$ cat src/rtl/uart_tx_cfg_if.sv
// Host-side handshake between the UART register file and the uart_tx_cfg serialiser.
interface uart_tx_cfg_if #(
  parameter int DATA_BITS = 8
);
  logic                 tx_start;
  logic [DATA_BITS-1:0] tx_data;
  logic                 tx_busy;
  logic                 tx_full;
  logic                 tx_end;

  modport master (output tx_start, tx_data, input tx_busy, tx_full, tx_end);
  modport slave  (input tx_start, tx_data, output tx_busy, tx_full, tx_end);
endinterface

$ cat src/rtl/uart_tx_cfg.sv
// Runtime-configurable UART transmitter (divisor, parity, 1/2 stop bits latched per frame).
// Define UART_TX_FIFO_EN to put a FIFO_DEPTH-entry TX FIFO in front of the serialiser.
module uart_tx_cfg #(
  parameter int DATA_BITS  = 8,
  parameter int DIV_WIDTH  = 16,
  parameter int FIFO_DEPTH = 8
) (
  input  logic                 clk,
  input  logic                 rst,
  input  logic [DIV_WIDTH-1:0] cfg_div,
  input  logic                 cfg_par_en,
  input  logic                 cfg_par_odd,
  input  logic                 cfg_stop2,
  uart_tx_cfg_if.slave         bus,
  output logic                 tx
);
  localparam int CW = $clog2(DATA_BITS);

  typedef enum logic [2:0] {IDLE, START, DATA, PARITY, STOP} state_t;

  if (DATA_BITS < 5 || DATA_BITS > 9) begin : g_chk_bits
    $error("uart_tx_cfg: DATA_BITS out of range");
  end
  if (FIFO_DEPTH < 2 || (FIFO_DEPTH & (FIFO_DEPTH - 1)) != 0) begin : g_chk_depth
    $error("uart_tx_cfg: FIFO_DEPTH must be a power of two >= 2");
  end

  state_t                state_q, state_d;
  logic [DIV_WIDTH-1:0]  div_q, div_d;
  logic [DIV_WIDTH-1:0]  div_l_q, div_l_d;
  logic [CW-1:0]         bit_q, bit_d;
  logic [DATA_BITS-1:0]  sh_q, sh_d;
  logic [DATA_BITS-1:0]  dat_q, dat_d;
  logic                  par_en_q, par_en_d;
  logic                  par_odd_q, par_odd_d;
  logic                  stop2_q, stop2_d;
  logic                  tx_q, tx_d;
  logic                  end_q, end_d;

  logic                  launch;
  logic [DATA_BITS-1:0]  launch_data;
  logic                  idle;

  assign idle = (state_q == IDLE);

`ifdef UART_TX_FIFO_EN
  localparam int AW = $clog2(FIFO_DEPTH);
  localparam logic [AW:0] DEPTH_C = FIFO_DEPTH[AW:0];

  logic [DATA_BITS-1:0] mem [FIFO_DEPTH];
  logic [AW-1:0]        wr_q, rd_q;
  logic [AW:0]          cnt_q;
  logic                 full, pop, push;

  assign full = (cnt_q == DEPTH_C);
  assign pop  = idle && (cnt_q != '0);
  // A full FIFO still takes a write in the cycle its head is popped.
  assign push = bus.tx_start && (!full || pop);

  assign launch      = pop;
  assign launch_data = mem[rd_q];

  always_ff @(posedge clk) begin
    if (push) mem[wr_q] <= bus.tx_data;
  end

  always_ff @(posedge clk or posedge rst) begin
    if (rst) begin
      wr_q  <= '0;
      rd_q  <= '0;
      cnt_q <= '0;
    end else begin
      if (push) wr_q <= wr_q + 1'b1;
      if (pop)  rd_q <= rd_q + 1'b1;
      case ({push, pop})
        2'b10:   cnt_q <= cnt_q + 1'b1;
        2'b01:   cnt_q <= cnt_q - 1'b1;
        default: cnt_q <= cnt_q;
      endcase
    end
  end

  assign bus.tx_full = full;
  assign bus.tx_busy = !idle || (cnt_q != '0);
`else
  assign launch      = bus.tx_start && idle;
  assign launch_data = bus.tx_data;
  assign bus.tx_full = !idle;
  assign bus.tx_busy = !idle;
`endif

  always_ff @(posedge clk or posedge rst) begin
    if (rst) begin
      state_q   <= IDLE;
      div_q     <= '0;
      div_l_q   <= '0;
      bit_q     <= '0;
      sh_q      <= '0;
      dat_q     <= '0;
      par_en_q  <= 1'b0;
      par_odd_q <= 1'b0;
      stop2_q   <= 1'b0;
      tx_q      <= 1'b1;
      end_q     <= 1'b0;
    end else begin
      state_q   <= state_d;
      div_q     <= div_d;
      div_l_q   <= div_l_d;
      bit_q     <= bit_d;
      sh_q      <= sh_d;
      dat_q     <= dat_d;
      par_en_q  <= par_en_d;
      par_odd_q <= par_odd_d;
      stop2_q   <= stop2_d;
      tx_q      <= tx_d;
      end_q     <= end_d;
    end
  end

  // tx is registered: the level computed here appears on the line the cycle after.
  always_comb begin
    state_d   = state_q;
    div_d     = div_q;
    div_l_d   = div_l_q;
    bit_d     = bit_q;
    sh_d      = sh_q;
    dat_d     = dat_q;
    par_en_d  = par_en_q;
    par_odd_d = par_odd_q;
    stop2_d   = stop2_q;
    tx_d      = tx_q;
    end_d     = 1'b0;

    if (idle) begin
      tx_d = 1'b1;
      if (launch) begin
        state_d   = START;
        sh_d      = launch_data;
        dat_d     = launch_data;
        div_d     = cfg_div;
        div_l_d   = cfg_div;
        par_en_d  = cfg_par_en;
        par_odd_d = cfg_par_odd;
        stop2_d   = cfg_stop2;
        bit_d     = '0;
        tx_d      = 1'b0;
      end
    end else if (div_q != '0) begin
      div_d = div_q - 1'b1;
    end else begin
      div_d = div_l_q;
      case (state_q)
        START: begin
          state_d = DATA;
          bit_d   = '0;
          tx_d    = sh_q[0];
        end
        DATA: begin
          if (bit_q == CW'(DATA_BITS - 1)) begin
            bit_d = '0;
            if (par_en_q) begin
              state_d = PARITY;
              tx_d    = (^dat_q) ^ par_odd_q;
            end else begin
              state_d = STOP;
              tx_d    = 1'b1;
            end
          end else begin
            bit_d = bit_q + 1'b1;
            sh_d  = sh_q >> 1;
            tx_d  = sh_q[1];
          end
        end
        PARITY: begin
          state_d = STOP;
          bit_d   = '0;
          tx_d    = 1'b1;
        end
        STOP: begin
          tx_d = 1'b1;
          if (bit_q == {{(CW-1){1'b0}}, stop2_q}) begin
            state_d = IDLE;
            end_d   = 1'b1;
          end else begin
            bit_d = bit_q + 1'b1;
          end
        end
        default: state_d = IDLE;
      endcase
    end
  end

  assign tx         = tx_q;
  assign bus.tx_end = end_q;
endmodule
$ cat src/flat_wrapper.sv
// flat-port wrapper written by rule: the top's interface ports become plain ports
module uart_tx_cfg_flat 
#(
  parameter int DATA_BITS  = 8,
  parameter int DIV_WIDTH  = 16,
  parameter int FIFO_DEPTH = 8
)
  (clk, rst, cfg_div, cfg_par_en, cfg_par_odd, cfg_stop2, tx, bus_tx_start, bus_tx_data, bus_tx_busy, bus_tx_full, bus_tx_end);
  uart_tx_cfg_if #(.DATA_BITS(DATA_BITS)) bus_i ();
  input  logic clk;
  input  logic rst;
  input  logic [DIV_WIDTH-1:0] cfg_div;
  input  logic cfg_par_en;
  input  logic cfg_par_odd;
  input  logic cfg_stop2;
  output logic tx;
  input wire logic [$bits(bus_i.tx_start)-1:0] bus_tx_start;
  input wire logic [$bits(bus_i.tx_data)-1:0] bus_tx_data;
  output wire logic [$bits(bus_i.tx_busy)-1:0] bus_tx_busy;
  output wire logic [$bits(bus_i.tx_full)-1:0] bus_tx_full;
  output wire logic [$bits(bus_i.tx_end)-1:0] bus_tx_end;
  assign bus_i.tx_start = bus_tx_start;
  assign bus_i.tx_data = bus_tx_data;
  assign bus_tx_busy = bus_i.tx_busy;
  assign bus_tx_full = bus_i.tx_full;
  assign bus_tx_end = bus_i.tx_end;
  uart_tx_cfg #(.DATA_BITS(DATA_BITS), .DIV_WIDTH(DIV_WIDTH), .FIFO_DEPTH(FIFO_DEPTH)) u_core (.clk(clk), .rst(rst), .cfg_div(cfg_div), .cfg_par_en(cfg_par_en), .cfg_par_odd(cfg_par_odd), .cfg_stop2(cfg_stop2), .bus(bus_i), .tx(tx));
endmodule
$ cat config.mk
export PLATFORM = sky130hd
export DESIGN_NAME = uart_tx_cfg_flat
export DESIGN_NICKNAME = d
export VERILOG_FILES = /design/src/rtl/uart_tx_cfg_if.sv /design/src/rtl/uart_tx_cfg.sv /design/src/flat_wrapper.sv
export SDC_FILE = /design/constraint.sdc
export NUM_CORES = 1
export LEC_CHECK = 0
export ABC_CLOCK_PERIOD_IN_PS = 3100
export CELL_PAD_IN_SITES_DETAIL_PLACEMENT = 2
export CELL_PAD_IN_SITES_GLOBAL_PLACEMENT = 2
export CORE_ASPECT_RATIO = 1.75
export CORE_MARGIN = 1.5
export CORE_UTILIZATION = 38
export CTS_CLUSTER_SIZE = 24
export DETAILED_ROUTE_END_ITERATION = 12
export GPL_TIMING_DRIVEN = 0
export PLACE_DENSITY = 0.9
export SKIP_CTS_REPAIR_TIMING = 1
export SLEW_MARGIN = 25
export SYNTH_ARGS = -nofsm -noshare
export SYNTH_HDL_FRONTEND = slang
export SYNTH_SLANG_ARGS = --single-unit
$ cat constraint.sdc
create_clock -name clk -period 3.1 [get_ports clk]
set_input_delay 0.62 -clock clk [delete_from_list [all_inputs] [get_ports clk]]
set_output_delay 0.62 -clock clk [all_outputs]
set_load 0.005 [all_outputs]
---- After elaboration in Yosys (flattened, before gate mapping) ----
Index checks and enable logic that the tools add are counted.
word-level totals
  bits in registers ....................... 59
  input bits .............................. 30
operators by class
  add/sub/neg operators ................... 2
  eq/ne operators ......................... 12
  muxes and demuxes ....................... 31
  bitwise operators ....................... 1
  reductions and logical operators ........ 15
operator list
  cell                     count
  $mux W16                 3
  $mux W8                  5
  $mux W3                  11
  $reduce_bool A16 Y1      1
  $sub A16 B1 Y16 const B  1
  $pmux W3 S4              1
  $reduce_and A4 Y1        3
  $mux W1                  9
  $pmux W3 S3              1
  $reduce_bool A4 Y1       2
  $reduce_xor A8 Y1        1
  $eq A3 B2 Y1 const B     2
  $eq A3 B3 Y1 const B     2
  $ne A2 B1 Y1 const B     3
  $ne A3 B1 Y1 const B     2
  $reduce_and A2 Y1        2
  $reduce_or A2 Y1         2
  $add A3 B1 Y3 const B    1
  $eq A3 B1 Y1             1
  $eq A3 B1 Y1 const B     1
  $logic_not A3 Y1         1
  $ne A3 B2 Y1 const B     1
  $pmux W1 S3              1
  $reduce_bool A2 Y1       1
  other kinds (3)          3

---- Longest topological paths before layout ----
Gate-level depths: netlist of run 1.
  depth in word-level cells ............... 7
  depth in mapped cells ................... 9
  depth with buffers taken out ............ 7

---- Worst setup path after synthesis of run 1 ----
Ideal clock, no wire load.
  kind .................................... register to output
  start ................................... register u_core.state_q[1]
  end ..................................... output bus_tx_full
  arrival time ............................ 1.406 ns
  data required time ...................... 2.480 ns
  slack ................................... 1.074 ns
  stages on the path, launching flop included .. 7
  path buffers ............................ 4
  cells stage by stage .................... dfrtp_1 > buf_2 > nor3_1 > buf_2 > inv_2 > clkbuf_1 > buf_4
between the ends
  longest elaborated chain between the ends .. 2
ends and longest elaborated chain
  element                 RTL line            RTL
  from (decl)             uart_tx_cfg.sv:28   state_t state_q, state_d;
  from (signal assigned)  uart_tx_cfg.sv:106  state_q <= state_d;
  $logic_not A3 Y1        uart_tx_cfg.sv:44   assign idle = (state_q == IDLE);
  $logic_not A1 Y1        n/a
  to (decl)               flat_wrapper.sv:20  output wire logic [$bits(bus_i.tx_full)-1:0] bus_tx_full;
No other way between the ends.

---- Worst setup path in the final report of run 1 ----
  start ................................... register u_core.state_q[1]
  end ..................................... output bus_tx_full
between the ends
  longest elaborated chain between the ends .. 2
ends and longest elaborated chain
  element           RTL line           RTL
  $logic_not A3 Y1  uart_tx_cfg.sv:44
  $logic_not A1 Y1  uart_tx_cfg.sv:88  assign bus.tx_full = !idle;
No other way between the ends.

==> impl_metrics.json, run 1 <==
{
  "comb_power_share": 0.064,
  "grt_use_total": 0.266,
  "worst_pin_slew_ns": 0.792,
  "start_kind": "register",
  "final_nets": 433,
  "critPathMaxStageDelay_ns": 0.43,
  "status": "finished clean",
  "cts_made_buffers": 9,
  "pwr-share-seq": 0.422,
  "fin_tns_setup_ns": 0,
  "synth_top_area_frac": 0.443,
  "grt_pass1_wl_um": 18300,
  "cpMaxStageDelayCell": "clkdlybuf4s50_1",
  "htreeDepth": 3,
  "clk_latency_ns": 0.33,
  "hpwlAfterDp_um": 7890,
  "report.final.slew_viol_count": 0,
  "synthToLayoutAreaGrowth_pct": 23.4,
  "critPathMaxFanout": 17,
  "sw_frac_of_total": 0.219,
  "clkSinkCount": 59,
  "synth_area_per_cell_um2": 9.21,
  "grt.overflow.total": 0,
  "die_area_um2": 9210,
  "ir_drop_mv": 0.330,
  "period_share": 0.945,
  "cap_violations": 0,
  "p_int_mw": 1.49,
  "netlist_instances": 356,
  "worstPathArrival_ns": 2.31,
  "via_per_inst": 5.64,
  "initial_core_util": 0.394,
  "power.density_nw_per_um2": 471,
  "grt_pass1_vias": 3482,
  "drt_iter0_drc": 101,
  "relSlewSlack": 0.469,
  "rows": 44,
  "leakage_nw": 1.85,
  "rsz0062_at_grt": "no",
  "ios": 34,
  "fmax_mhz": 342,
  "cts_root_buffer": "clkbuf_16",
  "synth_top_cell_by_area": "dfrtp_1",
  "yosysSeqAreaShare": 0.451,
  "clockPowerShare": 0.514,
  "core_area_um2": 8310,
  "cp_common_cell": "buf_2",
  "dpl_cell_area_um2": 3760,
  "final_hold_viol_count": 0,
  "p_switching_mw": 0.417,
  "wl_per_cell_um": 21.3,
  "post_synth_instance_area_um2": 3280,
  "synthArstFlopShare": 1.00,
  "crit_type": "reg -> out",
  "drive_gt1_frac": 0.102,
  "finalSetupViolCount": 0,
  "min_period_ns": 2.93,
  "path_clk_slew_ns": 0.05,
  "stdcell_area_um2": 4040,
  "gp_congestion": 0.803,
  "ys_ff_latch": 59,
  "antenna_left": 0,
  "cts_buffer_depth": 2,
  "yosys_warnings": 0,
  "totalPowerFinal_mw": 1.90,
  "routed_wl_um": 11000,
  "fin_worst_skew_ns": 0.00663,
  "grt_max_degree": 36,
  "antenna_found_initial": 0,
  "yosys-top-cells-area": "dfrtp_1, nand2_1, mux2i_1",
  "ys.flop_type": "dfrtp_1",
  "die-height_um": 126,
  "crit_required_ns": 2.48,
  "port_buffers": 32,
  "die_w_um": 73.2,
  "hold_path_class": "reg -> reg",
  "crit_path_end_kind": "output port",
  "synth_fp_nets": 390,
  "cts_tree": "built",
  "synth_edf_count": 0,
  "antennaDiodeCount": 0,
  "drc": 0,
  "synth.distinct_cells": 54,
  "vias": 2914,
  "drtPass1Iterations": 4,
  "path_cells": "buf_2 -> nor3_1 -> buf_2 -> inv_2 -> buf_4 -> clkdlybuf4s50_1"
}
## critical path, delay by kind of cell, from the launching register on
kind	cells	cell delay, ns
flip-flops	1	0.36
buffers and inverters	5	1.36
AND/OR/NAND/NOR	1	0.25
## metal layers
layer,track usage,routed length [um]
met1,0.273,3990
met4,0.112,373
met2,0.496,6390
met5,0,0
met3,0.0584,280
## placed cells by master (no fill, tap or decap), drive strengths merged, types with 12 or more instances in the layout
cell / synthesis / layout
nand2: 90 / 90
clkdlybuf4s50: 0 / 32
inv: 13 / 13
o21ai: 28 / 28
nor2: 14 / 14
buf: 14 / 15
a21oi: 12 / 12
mux2i: 25 / 25
dfrtp: 58 / 58
clkbuf: 9 / 19
## state kept, by name (all words and copies together), names as in the netlist
name	cells
u_core.div_l_q	16
u_core.div_q	16
u_core.dat_q	8
u_core.sh_q	8
u_core.bit_q	3
u_core.state_q	3
u_core.bus.tx_end	1
u_core.par_en_q	1
u_core.par_odd_q	1
u_core.stop2_q	1
u_core.tx	1
## cells in the mapped netlist, types with 3 or more instances
master / instances
o21ai_1: 17
nand3_1: 8
a211o_1: 4
ha_1: 4
nand2_1: 90
or4_1: 3
o21ai_0: 11
dfrtp_1: 58
inv_1: 12
mux2i_1: 25
clkbuf_1: 9
xnor2_1: 7
xor2_1: 6
buf_2: 9
nor3_1: 3
a31oi_1: 8
nor2_1: 14
buf_4: 3
o211ai_1: 6
a21oi_1: 12
nor2b_1: 4
## final timing paths
path,from,cells after the start,end,slack [ns]
worst min register to register,u_core.div_l_q[1],2,u_core.div_l_q[1],0.49
max in group asynchronous,rst,3,u_core.tx,1.91
worst max register to register,u_core.bit_q[0],6,u_core.sh_q[0],0.53
worst max-delay path,u_core.state_q[1],6,bus_tx_full,0.17
min in group asynchronous,rst,2,u_core.par_odd_q,0.61
worst min-delay path,u_core.div_l_q[1],2,u_core.div_l_q[1],0.49
## logic make-up after synthesis
logic type / after synthesis / synth area share
AOI/OAI and AO/OA: 77 / 0.152
xor gates and xnor gates: 14 / 0.0416
adders and majority gates: 5 / 0.0187
buffers and inverters: 36 / 0.0527
DFF: 59 / 0.451
muxes: 27 / 0.0832
and+or+nand+nor: 138 / 0.201
## area by class of cell
type                            count  area (um2)
Clock buffer                       11         243
Multi-Input combinational cell    261        1630
Tap cell                          115         144
Sequential cell                    59        1480
Inverter                           13        51.3
Timing Repair Buffer               33         340
Clock inverter                      3        40.0
Fill cell                         907        4270
Buffer                             22         120
## metrics by stage
step / util / instances / hold WS (ns) / setup slack [ns]
finish: 0.486 / 517 / 0.486 / 0.172
global route: 0.486 / 517 / 0.512 / 0.0353
CTS: 0.487 / 518 / 0.485 / -0.130
detailed placement: 0.453 / 504 / 0.473 / 0.250
global placement: 0.450 / 503 / 0.460 / -0.162
floorplan: - / 356 / 0.440 / 1.03
## power by group through the flow
stage | Clock (mW) | Sequential (mW) | Combinational (mW)
6_report | 0.978 | 0.803 | 0.122
5_1_grt | 1.02 | 0.805 | 0.135
4_1_cts | 0.996 | 0.803 | 0.125
3_5_place_dp | 0 | 0.816 | 0.123
3_3_place_gp | 0 | 0.814 | 0.115
2_1_floorplan | 0 | 0.811 | 0.0601
Power figures use the tool's default switching activity.
==> run 2, diff against run 1 <==
Settings changed: ABC_CLOCK_PERIOD_IN_PS 3100 to not set.
==> results of run 2 <==
The final DEF is identical to that of run 1; final timing and power are the same.
==> run 3, diff against run 2 <==
Settings changed: HOLD_SLACK_MARGIN set to 0.12.
==> results of run 3 <==
The final DEF is identical to that of run 1; final timing and power are the same.
